===== src/rtl/reg_wb_scoreboard.sv =====
// Writeback arbiter (ALU vs load) for the single register-file write port, plus a
// pending-write scoreboard that stalls decode on RAW/WAW hazards.
// Build option: define REG_WB_RR_EN for round-robin conflict arbitration (default: mem wins).
module reg_wb_scoreboard #(
    parameter int XLEN = 32,
    parameter int NREG = 32
) (
    input  logic            clk,
    input  logic            reset,
    input  logic            alu_valid,
    output logic            alu_ready,
    input  logic [4:0]      alu_addr,
    input  logic [XLEN-1:0] alu_data,
    input  logic            mem_valid,
    output logic            mem_ready,
    input  logic [4:0]      mem_addr,
    input  logic [XLEN-1:0] mem_data,
    input  logic            issue_valid,
    input  logic [4:0]      issue_rs1,
    input  logic [4:0]      issue_rs2,
    input  logic            issue_use_rs1,
    input  logic            issue_use_rs2,
    input  logic [4:0]      issue_rd,
    input  logic            issue_rd_en,
    output logic            issue_stall,
    output logic            write_en,
    output logic [4:0]      write_addr,
    output logic [XLEN-1:0] write_value,
    output logic [NREG-1:0] busy_mask
);

    logic            alu_pref_s;
    logic            grant_s;
    logic [4:0]      grant_addr_s;
    logic [XLEN-1:0] grant_data_s;
    logic            write_en_q, write_en_d;
    logic [4:0]      write_addr_q, write_addr_d;
    logic [XLEN-1:0] write_value_q, write_value_d;
    logic [NREG-1:0] busy_q, busy_d;
    logic [NREG-1:0] one_s, set_s, clr_s;

`ifdef REG_WB_RR_EN
    logic both_s;
    logic prio_q, prio_d;

    // Priority pointer next state: the loser of a conflict is preferred at the next one.
    always_comb begin
        both_s = alu_valid & mem_valid;
        if (both_s) begin
            prio_d = mem_ready;
        end else begin
            prio_d = prio_q;
        end
    end

    // Priority pointer register; 0 means mem-preferred.
    always_ff @(posedge clk) begin
        if (reset) begin
            prio_q <= 1'b0;
        end else begin
            prio_q <= prio_d;
        end
    end

    assign alu_pref_s = prio_q;
`else
    assign alu_pref_s = 1'b0;
`endif

    // Grant selection and winning request mux.
    always_comb begin
        alu_ready = alu_valid & (~mem_valid | alu_pref_s);
        mem_ready = mem_valid & (~alu_valid | ~alu_pref_s);
        grant_s   = alu_ready | mem_ready;
        if (alu_ready) begin
            grant_addr_s = alu_addr;
            grant_data_s = alu_data;
        end else begin
            grant_addr_s = mem_addr;
            grant_data_s = mem_data;
        end
    end

    // Write stage next state; a grant to x0 is consumed without strobing.
    always_comb begin
        write_en_d    = 1'b0;
        write_addr_d  = write_addr_q;
        write_value_d = write_value_q;
        if (grant_s) begin
            write_en_d    = (grant_addr_s != 5'd0);
            write_addr_d  = grant_addr_s;
            write_value_d = grant_data_s;
        end else begin
            write_en_d    = 1'b0;
        end
    end

    // Hazard detection against the registered scoreboard only.
    always_comb begin
        issue_stall = issue_valid & ((issue_use_rs1 & busy_q[issue_rs1]) |
                                     (issue_use_rs2 & busy_q[issue_rs2]) |
                                     (issue_rd_en   & busy_q[issue_rd]));
    end

    // Scoreboard next state; clear overrides set and bit 0 is never pending.
    always_comb begin
        one_s = {{(NREG-1){1'b0}}, 1'b1};
        if (issue_valid & ~issue_stall & issue_rd_en & (issue_rd != 5'd0)) begin
            set_s = one_s << issue_rd;
        end else begin
            set_s = {NREG{1'b0}};
        end
        if (grant_s & (grant_addr_s != 5'd0)) begin
            clr_s = one_s << grant_addr_s;
        end else begin
            clr_s = {NREG{1'b0}};
        end
        busy_d = (busy_q | set_s) & ~clr_s & ~one_s;
    end

    // State registers; reset discards pending bits and any grant of the same cycle.
    always_ff @(posedge clk) begin
        if (reset) begin
            write_en_q    <= 1'b0;
            write_addr_q  <= 5'd0;
            write_value_q <= {XLEN{1'b0}};
            busy_q        <= {NREG{1'b0}};
        end else begin
            write_en_q    <= write_en_d;
            write_addr_q  <= write_addr_d;
            write_value_q <= write_value_d;
            busy_q        <= busy_d;
        end
    end

    assign write_en    = write_en_q;
    assign write_addr  = write_addr_q;
    assign write_value = write_value_q;
    assign busy_mask   = busy_q;

endmodule


===== config.mk =====
export PLATFORM = sky130hd
export DESIGN_NAME = reg_wb_scoreboard
export DESIGN_NICKNAME = d
export VERILOG_FILES = /design/src/rtl/reg_wb_scoreboard.sv
export SDC_FILE = /design/constraint.sdc
export NUM_CORES = 1
export LEC_CHECK = 0
export BUFFER_PORTS_ARGS = -buffer_cell sky130_fd_sc_hd__buf_2
export CORE_MARGIN = 3
export CORE_UTILIZATION = 45
export CTS_BUF_LIST = sky130_fd_sc_hd__clkbuf_8
export CTS_CLUSTER_DIAMETER = 50
export DETAILED_ROUTE_END_ITERATION = 10
export PLACE_DENSITY = 0.9
export SLEW_MARGIN = 25
export SYNTH_ARGS = -nofsm -noshare
export SYNTH_HDL_FRONTEND = slang
export SYNTH_SLANG_ARGS = --single-unit

===== constraint.sdc =====
create_clock -name clk -period 2.3 [get_ports clk]
set_clock_uncertainty 0.15 [all_clocks]
set_input_delay 0.23 -clock clk [delete_from_list [all_inputs] [get_ports clk]]
set_output_delay 0.23 -clock clk [all_outputs]
set_load 0.05 [all_outputs]

After elaboration in Yosys (flattened, before gate mapping). Cells that the tools add are included.

$lt $le $gt $ge: 3. Shift-type cells: 2. Mux-type cells: 10. Bitwise logic cells: 18. Reductions and logical operators: 3.

Operators by type and width (count): two-way mux 32 bit (3); left shift 1 x 5 -> 32 bit (first input constant) (2); AND 32 bit (1); NOT 32 bit (1); bitwise OR 32 bit (1); less-than comparator 5 x 6 -> 1 bit (second input constant) (3); binary-select mux 1 bit (select 5 bit) (3); nonzero test 5 bit (2); AND 1 bit (9); two-way mux 5 bit (1); two-way mux 1 bit (3); NOT 1 bit (3); bitwise OR 1 bit (3); OR reduction 2 bit (1).

Register bits: 70. Output and inout port bits: 73. Word-level logic and storage cells: 41.

Longest topological paths before layout.
Depth in word-level cells: 13. Mapped depth: 9.

Worst setup path after synthesis. OpenSTA, ideal clock, no wires.

Kind: register to output. Start point: reg busy_q[25] (netlist: busy_mask[25]). End point: out issue_stall. Arrival: 2.247 ns. Path slack: -0.327 ns. Cell stages (with the launch flop): 7. Path buffers: 0. Path through: dfxtp_1 -> mux4_2 -> nor3_1 -> o31ai_1 -> o211ai_1 -> o21ai_2 -> o21a_1.

Longest elaborated chain between the ends: 6. Elaborated cells on any way between the ends: 12.

Ends and longest elaborated chain: from (decl) (RTL line 39) `logic [NREG-1:0] busy_q, busy_d;`; from (signal assigned) (RTL line 127) `busy_q <= {NREG{1'b0}};`; from (signal assigned) (RTL line 132) `busy_q <= busy_d;`; binary-select mux 1 bit (select 5 bit), on equally long branches (RTL line 100, 101); two-way mux 1 bit, on equally long branches (RTL line 100, 101); AND 1 bit, on equally long branches (RTL line 100, 101); bitwise OR 1 bit (RTL line 100) `issue_stall = issue_valid & ((issue_use_rs1 & busy_q[issue_rs1]) |`; bitwise OR 1 bit (*) (RTL line 101) `(issue_use_rs2 & busy_q[issue_rs2]) |`; AND 1 bit (*) (RTL line 100); to (decl) (RTL line 25) `output logic issue_stall,`.

Every way passes the cells marked *; elsewhere a longest branch is shown, timed or not. The select of a mux whose other input is x is not followed.

Final worst setup path.
Start point: reg busy_q[15] (netlist: busy_mask[15]). End point: out issue_stall.

Same word-level chain as after synthesis.

==> flow_summary.toml <==
[synth]
yosysSeqAreaShare_pct = 32.7
synth_edf_count = 0
synth_cell_types = 53
synth_top_cell_area_share_pct = 32.7
syn_inst = 478
ys_warn_count = 0
postSynth.asyncResetShare_pct = 0
yosys-top-cells-area = "dfxtp_1, nor2_1, mux2i_1"
syn-num-nets = 575
yosysTopAreaCell = "dfxtp_1"
synthFlopType = "dfxtp_1"
avgSynthCellArea_um2 = 8.84
synthesis.area_um2 = 4230
synth-seq-cells = 69

[worst_setup_path]
slowest_delay_ns = 0.47
path_class = "flop to primary output"
path_cells = "mux4_2, o2bb2ai_2, a311oi_2, o311ai_2, o21ai_2, o21a_2, buf_8"
cp_max_fo = 5
arrival_ns = 2.25
worst_path_max_delay_cell = "mux4_2"
crit_required_ns = 1.92
crit_path_end_kind = "primary output"
r2r_slack_ns = -0.20
worst_setup_path_start_kind = "flop"

[pwr]
p_leak_nw = 2.95
pwr_density_cell_nw_per_um2 = 506
peakVddDrop_mv = 0.603

[layout]
final_cell_mix = "buf_2, nor2_1, buf_4, a21oi_1, mux2i_1"
drive_above_1_share_pct = 47.2
nets = 813
final_cell_area_um2 = 6160
layout_commonest_cell = "buf_2"
syn2layout_area_growth_pct = 45.9
antenna_cells = 0
utilization_pct = 69.0
finalNonFillerCells = 829

[sta]
fin_ws_ns = -0.325
rsz0062_at_grt = "true"
clock.fmax_mhz = 381
worst_pin_slew_ns = 0.736
finalSetupViolCount = 32
period_minus_slack_ns = 2.63
setup_tns_ns = -5.57
hold_viol = 0
slew_viol_final = 0
period_share_pct = 114
maxSlewHeadroom_pct = 50.9

[floorplan]
die_y_um = 103
fp.dieW_um = 103
initial_core_util_pct = 47.3
core_area_um2 = 8930
pin_count = 170
dieArea_um2 = 10600
rows = 34

[worst_hold_path]
hold_path.class = "input port to flop"

[routing]
num_vias = 5222
totalWireLength_um = 18100
drtPass1Iterations = 7
drtIter0Drc = 583
wl_per_cell_um = 21.8
drc = 0
via_per_inst = 6.30
ant_nets = 0

[cts]
htreeDepth = 3
clkLatencyLatePin_ns = 0.37
cts_tree = "yes"
cts_buffers = 9
path_clk_slew_ns = 0.08
root_buffer = "clkbuf_8"
clock-sinks = 69
clock_path_buffers = 2

[global_routing]
grt_pass1_vias = 5170
grt_max_degree = 66
overflow = 0
track_usage_pct = 33.9
grt_pass1_wl_um = 27500
antenna_found_initial = 0

[outcome]
status = "finished with violations"
violations = "negative setup slack"

[placed_design]
dpl.cell_count = 778
dpl-instance-area_um2 = 5560
gp_congestion = 0.988
detailed_place_hpwl_um = 11300
numPortBuffers = 168

[flow_run]
maxCapViolCount = 0
[stage by stage]
stage | setup WS [ns] | total power, mW | hold slack, ns
CTS | -0.308 | 3.04 | 0.000940
global route | -0.426 | 3.20 | 0.0463
floorplan | -0.154 | 1.77 | 0.223
detailed placement | -0.415 | 1.99 | 0.316
finish | -0.325 | 3.12 | 0.0112
global placement | -0.366 | 1.97 | 0.307
[critical path: cells and delay by family (launching register included)]
family	cells	cell delay, ns
mux	1	0.47
compound gates	5	0.89
flops	1	0.37
buf+inv	1	0.15
[power breakdown]
part / internal (mW) / total [mW] / switching, mW / leakage (nW)
sequential: 1.23 / 1.26 / 0.0302 / 0.581
combinational: 0.288 / 0.819 / 0.531 / 2.27
clock: 0.526 / 1.04 / 0.509 / 0.0943
total: 2.05 / 3.12 / 1.07 / 2.95
[layout make-up]
cell class	instances	area, um^2
Fill cell	607	2770
Multi-Input combinational cell	356	2640
Timing Repair Buffer	264	1700
Sequential cell	69	1430
Clock buffer	10	138
Tap cell	108	135
Inverter	16	63.8
Clock inverter	6	62.6
[cells in the mapped netlist, drive strengths merged (4+ instances only)]
cell type  count
a211oi         4
a21oi         45
buf           12
clkbuf        25
dfxtp         69
inv           16
mux2i         41
mux4          19
nand2          9
nand2b         8
nand3          6
nor2         131
nor2b          9
nor3           8
nor3b          6
o221a         30
or2            4
[worst paths after layout]
check / start / end / depth (start not counted)
max: busy_mask[15]$_SDFF_PP0_ / issue_stall / 7
min: mem_data[14] / write_value[14]$_SDFFE_PP0N_ / 3
max reg2reg: busy_mask[11]$_SDFF_PP0_ / busy_mask[18]$_SDFF_PP0_ / 9
min reg2reg: write_addr[0]$_SDFFE_PP0N_ / write_addr[0]$_SDFFE_PP0N_ / 2
[logic make-up after synthesis]
| family | synth area share [%] |
|---|---|
| flops | 32.7 |
| simple gates | 21.5 |
| mux | 21.3 |
| buf+inv | 5.74 |
| compound gates | 18.7 |
| other cells | 0.0888 |
[what timing repair did]
item | CTS | global route
hold buffers | 30 | 0
endpoints found under the setup margin | 32 | 32
gates resized for setup | 8 | 2
endpoints found under the hold margin | 30 | 0
pin swaps | 3 | 2
setup buffers | 3 | 2
[routing by layer]
layer  global-route usage, %  routed length [um]  up-vias
li1                        -                   -     2213
met1                    41.4                6650     2405
met2                    54.1                8070      488
met3                    7.78                2190      116
met4                    20.6                1150        0
met5                       0                   0        -
[flip-flops by register name, indices dropped and copies added (netlist names)]
name and flops:
busy_mask 31, write_en 1, write_addr 5, write_value 32
(Power assumes the default switching activity.)
